$ cat src/rtl/expansion_fifo_responder.sv
// Card-side expansion connector responder: synchronised host strobes, four byte registers,
// and TX/RX byte FIFOs bridging host accesses to card-local valid/ready logic.
module expansion_fifo_responder #(
    parameter logic [7:0]  BASE_ADDR  = 8'h00,
    parameter int unsigned FIFO_DEPTH = 16
) (
    input  logic       s_oszClk,
    input  logic       s_resetn,
    input  logic       i_ioNCE,
    input  logic       i_ioNOE,
    input  logic       i_ioNWE,
    input  logic [7:0] i_ioAddress,
    input  logic [7:0] i_bus,
    output logic [7:0] o_bus,
    output logic       o_busNOE,
    input  logic [7:0] i_rxData,
    input  logic       i_rxValid,
    output logic [7:0] o_txData,
    output logic       o_txValid,
    input  logic       i_txReady
);
    localparam int unsigned AW = $clog2(FIFO_DEPTH);
    localparam int unsigned PW = AW + 1;
    localparam logic [PW-1:0] PTR_ONE = {{(PW-1){1'b0}}, 1'b1};

    logic          r_nceS1, r_nceS2, r_noeS1, r_noeS2, r_nweS1, r_nweS2;
    logic [7:0]    r_addrS1, r_addrS2, r_dataS1, r_dataS2;
    logic          r_noeP, r_nweP, r_selP;
    logic [1:0]    r_idxP;
    logic [7:0]    r_wdata, r_scratch, r_bus;
    logic          r_busNOE, r_rxOvf, r_txOvf;
    logic [PW-1:0] r_rxWr, r_rxRd, r_txWr, r_txRd;
    logic [7:0]    r_rxMem [FIFO_DEPTH];
    logic [7:0]    r_txMem [FIFO_DEPTH];

    logic       w_sel, w_commit, w_wrData, w_wrCtrl, w_clear, w_flush;
    logic       w_rxEmpty, w_rxFull, w_txEmpty, w_txFull;
    logic       w_rxPop, w_rxPush, w_rxOvf, w_txPop, w_txPush, w_txOvf;
    logic [7:0] w_rxHead, w_status, w_rdData;

    assign w_sel     = !r_nceS2 && (r_addrS2[7:2] == BASE_ADDR[7:2]);
    assign w_rxEmpty = (r_rxWr == r_rxRd);
    assign w_txEmpty = (r_txWr == r_txRd);
    assign w_rxFull  = (r_rxWr[AW] != r_rxRd[AW]) && (r_rxWr[AW-1:0] == r_rxRd[AW-1:0]);
    assign w_txFull  = (r_txWr[AW] != r_txRd[AW]) && (r_txWr[AW-1:0] == r_txRd[AW-1:0]);

    // One commit per strobe: NWE rising edge seen in the synchronised domain.
    assign w_commit = r_nweS2 && !r_nweP && r_selP;
    assign w_wrData = w_commit && (r_idxP == 2'd0);
    assign w_wrCtrl = w_commit && (r_idxP == 2'd3);
    assign w_clear  = w_wrCtrl && r_wdata[0];
    assign w_flush  = w_wrCtrl && r_wdata[1];

    // Pop at the end of the read so the driven byte stays stable for the whole strobe.
    assign w_rxPop  = r_noeS2 && !r_noeP && r_selP && (r_idxP == 2'd0) && !w_rxEmpty;
    assign w_rxPush = i_rxValid && (!w_rxFull || w_rxPop);
    assign w_rxOvf  = i_rxValid && w_rxFull && !w_rxPop;
    assign w_txPop  = !w_txEmpty && i_txReady;
    assign w_txPush = w_wrData && (!w_txFull || w_txPop);
    assign w_txOvf  = w_wrData && w_txFull && !w_txPop;

    assign w_rxHead  = w_rxEmpty ? 8'h00 : r_rxMem[r_rxRd[AW-1:0]];
    assign o_txData  = w_txEmpty ? 8'h00 : r_txMem[r_txRd[AW-1:0]];
    assign o_txValid = !w_txEmpty;
    assign w_status  = {2'b00, r_txOvf, r_rxOvf, w_txFull, w_txEmpty, w_rxFull, w_rxEmpty};
    assign o_bus     = r_bus;
    assign o_busNOE  = r_busNOE;

    always_comb begin
        w_rdData = 8'h00;
        unique case (r_addrS2[1:0])
            2'd0: w_rdData = w_rxHead;
            2'd1: w_rdData = w_status;
            2'd2: w_rdData = r_scratch;
            2'd3: w_rdData = 8'h00;
        endcase
    end

    always_ff @(posedge s_oszClk or negedge s_resetn) begin
        if (!s_resetn) begin
            r_nceS1   <= 1'b1;
            r_nceS2   <= 1'b1;
            r_noeS1   <= 1'b1;
            r_noeS2   <= 1'b1;
            r_nweS1   <= 1'b1;
            r_nweS2   <= 1'b1;
            r_addrS1  <= 8'h00;
            r_addrS2  <= 8'h00;
            r_dataS1  <= 8'h00;
            r_dataS2  <= 8'h00;
            r_noeP    <= 1'b1;
            r_nweP    <= 1'b1;
            r_selP    <= 1'b0;
            r_idxP    <= 2'd0;
            r_wdata   <= 8'h00;
            r_scratch <= 8'h00;
            r_bus     <= 8'hff;
            r_busNOE  <= 1'b1;
            r_rxOvf   <= 1'b0;
            r_txOvf   <= 1'b0;
            r_rxWr    <= '0;
            r_rxRd    <= '0;
            r_txWr    <= '0;
            r_txRd    <= '0;
        end else begin
            r_nceS1  <= i_ioNCE;
            r_nceS2  <= r_nceS1;
            r_noeS1  <= i_ioNOE;
            r_noeS2  <= r_noeS1;
            r_nweS1  <= i_ioNWE;
            r_nweS2  <= r_nweS1;
            r_addrS1 <= i_ioAddress;
            r_addrS2 <= r_addrS1;
            r_dataS1 <= i_bus;
            r_dataS2 <= r_dataS1;
            r_noeP   <= r_noeS2;
            r_nweP   <= r_nweS2;
            r_selP   <= w_sel;
            r_idxP   <= r_addrS2[1:0];
            if (!r_nweS2) r_wdata <= r_dataS2;
            if (w_commit && (r_idxP == 2'd2)) r_scratch <= r_wdata;

            r_busNOE <= !(w_sel && !r_noeS2);
            r_bus    <= (w_sel && !r_noeS2) ? w_rdData : 8'hff;

            // A same-cycle overflow event wins over a clear.
            r_rxOvf <= (r_rxOvf && !w_clear) || w_rxOvf;
            r_txOvf <= (r_txOvf && !w_clear) || w_txOvf;

            if (w_flush) begin
                r_rxWr <= '0;
                r_rxRd <= '0;
                r_txWr <= '0;
                r_txRd <= '0;
            end else begin
                if (w_rxPush) r_rxWr <= r_rxWr + PTR_ONE;
                if (w_rxPop)  r_rxRd <= r_rxRd + PTR_ONE;
                if (w_txPush) r_txWr <= r_txWr + PTR_ONE;
                if (w_txPop)  r_txRd <= r_txRd + PTR_ONE;
            end
        end
    end

    always_ff @(posedge s_oszClk) begin
        if (w_rxPush) r_rxMem[r_rxWr[AW-1:0]] <= i_rxData;
        if (w_txPush) r_txMem[r_txWr[AW-1:0]] <= r_wdata;
    end
endmodule

$ cat config.mk
export PLATFORM = sky130hd
export DESIGN_NAME = expansion_fifo_responder
export DESIGN_NICKNAME = d
export VERILOG_FILES = /design/src/rtl/expansion_fifo_responder.sv
export SDC_FILE = /design/constraint.sdc
export NUM_CORES = 1
export LEC_CHECK = 0
export BUFFER_PORTS_ARGS = -buffer_cell sky130_fd_sc_hd__buf_2
export CAP_MARGIN = 40
export CORE_MARGIN = 2
export CORE_UTILIZATION = 50
export CTS_CLUSTER_DIAMETER = 40
export DETAILED_ROUTE_END_ITERATION = 12
export GPL_TIMING_DRIVEN = 0
export PLACE_DENSITY = 0.69
export SLEW_MARGIN = 15
export SYNTH_ARGS = -nofsm -noshare
export SYNTH_HDL_FRONTEND = slang
export SYNTH_SLANG_ARGS = --single-unit
export TNS_END_PERCENT = 1
$ cat constraint.sdc
create_clock -name s_oszClk -period 7.5 [get_ports s_oszClk]
set_input_delay 0.375 -clock s_oszClk [delete_from_list [all_inputs] [get_ports s_oszClk]]
set_output_delay 0.375 -clock s_oszClk [all_outputs]
set_load 0.05 [all_outputs]
# [After elaboration in Yosys (flattened, before gate mapping)]
# Memories as Yosys holds them, arrays and structs flattened.
# Cells that the tools add are included.
[word_totals] mem_bits_rw=256 output_inout_bits=18 in_bits=31 n_memories=2 latchBits=0 register_bits=90 romBits=0 wordCells=104
[mem_list] memory="r_rxMem" depth=16 word_bits=8 read_ports=1 rd_clocked_by_memory_dff=0 wr=1 line="33" text="logic [7:0] r_rxMem [FIFO_DEPTH];"
[mem_list] memory="r_txMem" depth=16 word_bits=8 read_ports=1 rd_clocked_by_memory_dff=0 wr=1 line="34" text="logic [7:0] r_txMem [FIFO_DEPTH];"
[op_classes] addsub=4 n_shift=0 div=0 order_cmp=0 bitwise_logic=0 multipliers=0 reduce_logical=47 mux=16 n_eq_ne=11
[op_table] operator="5-bit 2-to-1 mux" n=8
[op_table] operator="8-bit one-hot mux with 4 select lines" n=1
[op_table] operator="1-bit logical AND" n=24
[op_table] operator="8-bit 2-to-1 mux" n=3
[op_table] operator="5-bit by 1-bit adder with 5-bit output (second input constant)" n=4
[op_table] operator="1-bit logical NOT" n=12
[op_table] operator="5-bit == test" n=2
[op_table] operator="2-bit == test (second input constant)" n=4
[op_table] operator="4-bit == test" n=2
[op_table] operator="2-bit nonzero test" n=4
[op_table] operator="6-bit logical NOT" n=1
[op_table] operator="2-bit logical NOT" n=2
[op_table] operator="1-bit logical OR" n=4
[op_table] operator="1-bit 2-to-1 mux" n=4
[op_table] operator="2-bit by 1-bit == test with 1-bit output (second input constant)" n=1
[op_table] operator="1-bit inequality test" n=2

# [Longest topological paths before layout]
[depth] depth_word=9 depth_mapped=8 depth_no_buf=6

# [Worst setup path before layout]
# No wires, ideal clock.
[synth_path] kind="register -> register" startpoint="register r_rxRd[0]" endpoint="memory r_rxMem[3][0], enable pin" setup_slack_ns=4.887 required_ns=7.105 path_stages_with_launch=8 t_arrival_ns=2.219 setup_ns=0.395 synth_period_minus_slack_ns=2.613 n_path_buf=3 cell_sequence="dfrtp_1 > buf_4 > xor2_1 > nor4_4 > a31o_2 > buf_2 > buf_4 > nor4_1"
[synth_between] elab_chain_cells=7 word_cells_on_any_way=10 classes_between="2 x eq/ne; 2 x mux; 6 x reduce/logical"
[synth_rtl] element="from (decl)" line="32" text="logic [PW-1:0] r_rxWr, r_rxRd, r_txWr, r_txRd;"
[synth_rtl] element="from (signal assigned)" line="137" text="if (w_rxPop) r_rxRd <= r_rxRd + PTR_ONE;"
[synth_rtl] element="5-bit == test / 4-bit == test (equally long branches)" line="42, 44"
[synth_rtl] element="1-bit logical NOT / 1-bit logical AND (equally long branches)" line="55, 44"
[synth_rtl] element="1-bit logical AND / 1-bit logical NOT (equally long branches)" line="55, 56"
[synth_rtl] element="1-bit logical OR (*)" line="56" text="assign w_rxPush = i_rxValid && (!w_rxFull || w_rxPop);"
[synth_rtl] element="1-bit logical AND (*)" line="56"
[synth_rtl] element="1-bit 2-to-1 mux (*)" line="145" text="if (w_rxPush) r_rxMem[r_rxWr[AW-1:0]] <= i_rxData;"
[synth_rtl] element="1-bit 2-to-1 mux (implied by the code) (*)" line="145"
[synth_rtl] element="to (decl)" line="33"
# Mark *: on every way between the ends. The rest lies on a longest branch, timed or not.

# [Worst setup path after layout]
[layout_path] startpoint="register r_txRd[1]" endpoint="output o_txData[7]"
[layout_between] elab_chain_cells=2 word_cells_on_any_way=3 classes_between="1 x eq/ne; 1 x mux; 1 x memory"
[layout_rtl] element="from (decl)" line="32"
[layout_rtl] element="from (signal assigned)" line="139" text="if (w_txPop) r_txRd <= r_txRd + PTR_ONE;"
[layout_rtl] element="memory read 16 x 8 bit / 5-bit == test (equally long branches)"
[layout_rtl] element="8-bit 2-to-1 mux (*)" line="63" text="assign o_txData = w_txEmpty ? 8'h00 : r_txMem[r_txRd[AW-1:0]];"
[layout_rtl] element="to (decl)" line="18" text="output logic [7:0] o_txData,"
# Marks and branches as above.

==> flow_summary.toml <==
[run_status]
status = "complete, no violations"

[run]
maxCapViolations = 0

[finish]
area_growth_pct = 16.63
antenna_cells = 0
fin_area_um2 = 15640
final_cell_count_no_fill = 1192
drive_above_1_share_pct = 29.29
nets = 866

[sta]
maxSlewViolCount = 0
hold_viol_final = 0
period_needed_ns = 3.409
relSlewSlack_pct = 44.56
setup_violations = 0
fmax_mhz = 293.3
rsz0062_at_grt = "false"
tns_ns = 0
finalClockSkew_ns = 0.02286
layout_worst_path_cycle_share_pct = 45.46
worstMarginPinSlew_ns = 0.8286

[detailed_routing]
first_iter_violations = 672
wl_per_cell_um = 23.06
vias_per_cell = 5.781
ant_nets = 0
dr.pass1.iters = 5
wl_um = 27490
drc_errors = 0
via_count = 6891

[clock_tree]
cts.sinks = 346
clk_latency_ns = 0.53
post_cts_resized = 0
htreeDepth = 2
root_buffer = "clkbuf_16"
cts_tree = "yes"
clockBufferDepth = 3
cts_buffers = 41
path_clk_slew_ns = 0.06
cts_hold_buf = 20
post_cts_buffers = 0

[logic_synthesis]
syn_nets = 750
synth_top_cell_by_area = "edfxtp_1"
synthTopCellsByArea = "edfxtp_1 57%, dfrtp_1 14%, mux4_2 11%"
yosys_most_used_dff = "edfxtp_1"
syn-cell-area_um2 = 13410
synth_top_area_share_pct = 57.34
post_synth_num_cell_types = 46
synth-seq-area-share_pct = 74.30
async_reset_ff_share_pct = 26.01
synth_edf_count = 256
yosys_warnings = 0
postSynthAreaPerCell_um2 = 18.91
synthCells = 709
ys_ff_latch = 346

[placement]
dp_hpwl_um = 17710
io_buffers = 48
globalplace.congestion = 0.8692
place_area_um2 = 14130
dp_cells = 1097

[worst_setup_path]
cp.arrival_ns = 3.03
crit_type = "flop to output port"
reg2reg_slack_ns = 4.84
required_ns = 7.12
critPathLaunchType = "flop"
cp_max_fo = 10
critPathCaptureType = "output port"

[power]
p_leak_uw = 0.005523
ir_worst_vdd_mv = 0.1965
power.density_nw_per_um2 = 331.3

[floorplanning]
initial_utilization_pct = 51.16
dieArea_um2 = 28140
dieHeight_um = 167.7
io_pins = 49
placementRows = 59
die_x_um = 167.7
core_area_um2 = 26210

[global_routing]
gr-total-overflow = 0
grt_pass1_vias = 7212
grt_pass1_wl_um = 41970
grt_start_max_net_pins = 67
antenna_found_initial = 0
track_usage_pct = 20.02

[hold_path]
holdCritPathClass = "primary input to flop"
sequential cells by signal, indices dropped and copies added (netlist names), 8 cells and up:
| name | flops |
|---|---|
| r_rxMem | 128 |
| r_txMem | 128 |
| o_bus | 8 |
| r_addrS1 | 8 |
| r_addrS2 | 8 |
| r_dataS1 | 8 |
| r_dataS2 | 8 |
| r_scratch | 8 |
| r_wdata | 8 |
cells by family (layout without fill, tap and decap cells):
logic type	Yosys count	count (layout)	share of synthesized area, %
muxes	105	105	14.25
adders and majority gates	10	10	0.9333
AOI/OAI and AO/OA	53	53	2.595
xor gates and xnor gates	18	18	1.176
buffers and inverters	43	191	1.559
DFF	346	346	74.30
and+or+nand+nor	134	134	5.189
synthesized netlist by cell type, types with 2 or more instances:
cell type / number
o211ai_1: 4
nand2_1: 36
nor3_1: 8
or3_1: 3
xor2_1: 5
o22ai_1: 11
nor4_1: 2
nor2_1: 21
dfstp_2: 17
a221o_1: 2
mux2_2: 27
o21ai_0: 12
and3_1: 9
nor2b_1: 3
a31o_2: 2
edfxtp_1: 256
a221oi_1: 2
mux2i_1: 12
nand4_1: 7
inv_1: 9
buf_1: 6
mux4_2: 66
and2_1: 23
nand2b_1: 3
nand3_1: 13
buf_4: 8
ha_1: 10
a211oi_1: 3
buf_2: 8
dfrtp_1: 73
xnor2_1: 13
o31ai_1: 2
clkbuf_1: 10
a21oi_1: 10
and4_1: 2
critical path, cell delays in order (launching register included):
cell      delay (ns)
dfrtp_1         0.36
buf_2           0.26
clkbuf_1        0.56
mux4_2          0.45
mux4_2          0.48
and2_1          0.18
buf_2           0.21
power breakdown:
| group | leakage [uW] | switching (uW) | internal, uW |
|---|---|---|---|
| Clock | 0.000634 | 782 | 1090 |
| Combinational | 0.00153 | 614 | 426 |
| Sequential | 0.00336 | 79.1 | 2190 |
| Total | 0.00552 | 1480 | 3710 |
cell usage in the layout, fill, tap and decap left out, types with 19 or more instances in the layout:
master / synthesis / final
clkbuf_16: 0 / 42
and2_1: 23 / 23
clkbuf_1: 10 / 19
mux2_2: 27 / 27
nor2_1: 21 / 21
buf_2: 8 / 59
edfxtp_1: 256 / 256
nand2_1: 36 / 36
dfrtp_1: 73 / 73
mux4_2: 66 / 66
dlygate4sd3_1: 0 / 20
stage by stage:
stage	hold slack (ns)	power [uW]	util, %	worst slack [ns]
2_1_floorplan	0.07941	3049	-	4.887
3_3_place_gp	0.3319	3308	53.67	4.178
3_5_place_dp	0.2998	3343	53.91	4.639
4_1_cts	0.1077	5223	59.67	4.023
5_1_grt	0.1507	5376	59.67	3.996
6_report	0.1336	5181	59.67	4.091
per-layer routing:
layer / part of all wire [%] / track usage, % / vias to the layer above / wire, um
li1: - / - / 3030 / -
met1: 38 / 24.58 / 3544 / 10580
met2: 53 / 36.04 / 254 / 14620
met3: 5.5 / 3.403 / 63 / 1521
met4: 2.8 / 6.919 / 0 / 771
met5: 0 / 0 / - / 0
path summary, 6_finish.rpt:
kind	start	to	cells past startpoint
worst max-delay path	r_txRd[1]	o_txData[7]	6
min in group asynchronous	s_resetn	r_wdata[7]	2
worst min register to register	r_dataS1[7]	r_dataS2[7]	0
max in group asynchronous	s_resetn	o_busNOE	3
worst max register to register	r_rxRd[0]	r_rxMem[5][4]	8
worst min-delay path	i_rxValid	r_rxOvf	3
area by class of cell:
type | count | area, um^2
buffer | 33 | 171.4
timing repair buffer | 73 | 490.5
inverter | 10 | 37.54
fill | 1890 | 10570
tap | 335 | 419.2
multi-input combinational | 320 | 3248
sequential | 346 | 9961
clock buffer | 55 | 1140
clock inverter | 20 | 168.9
(Power assumes the default switching activity.)
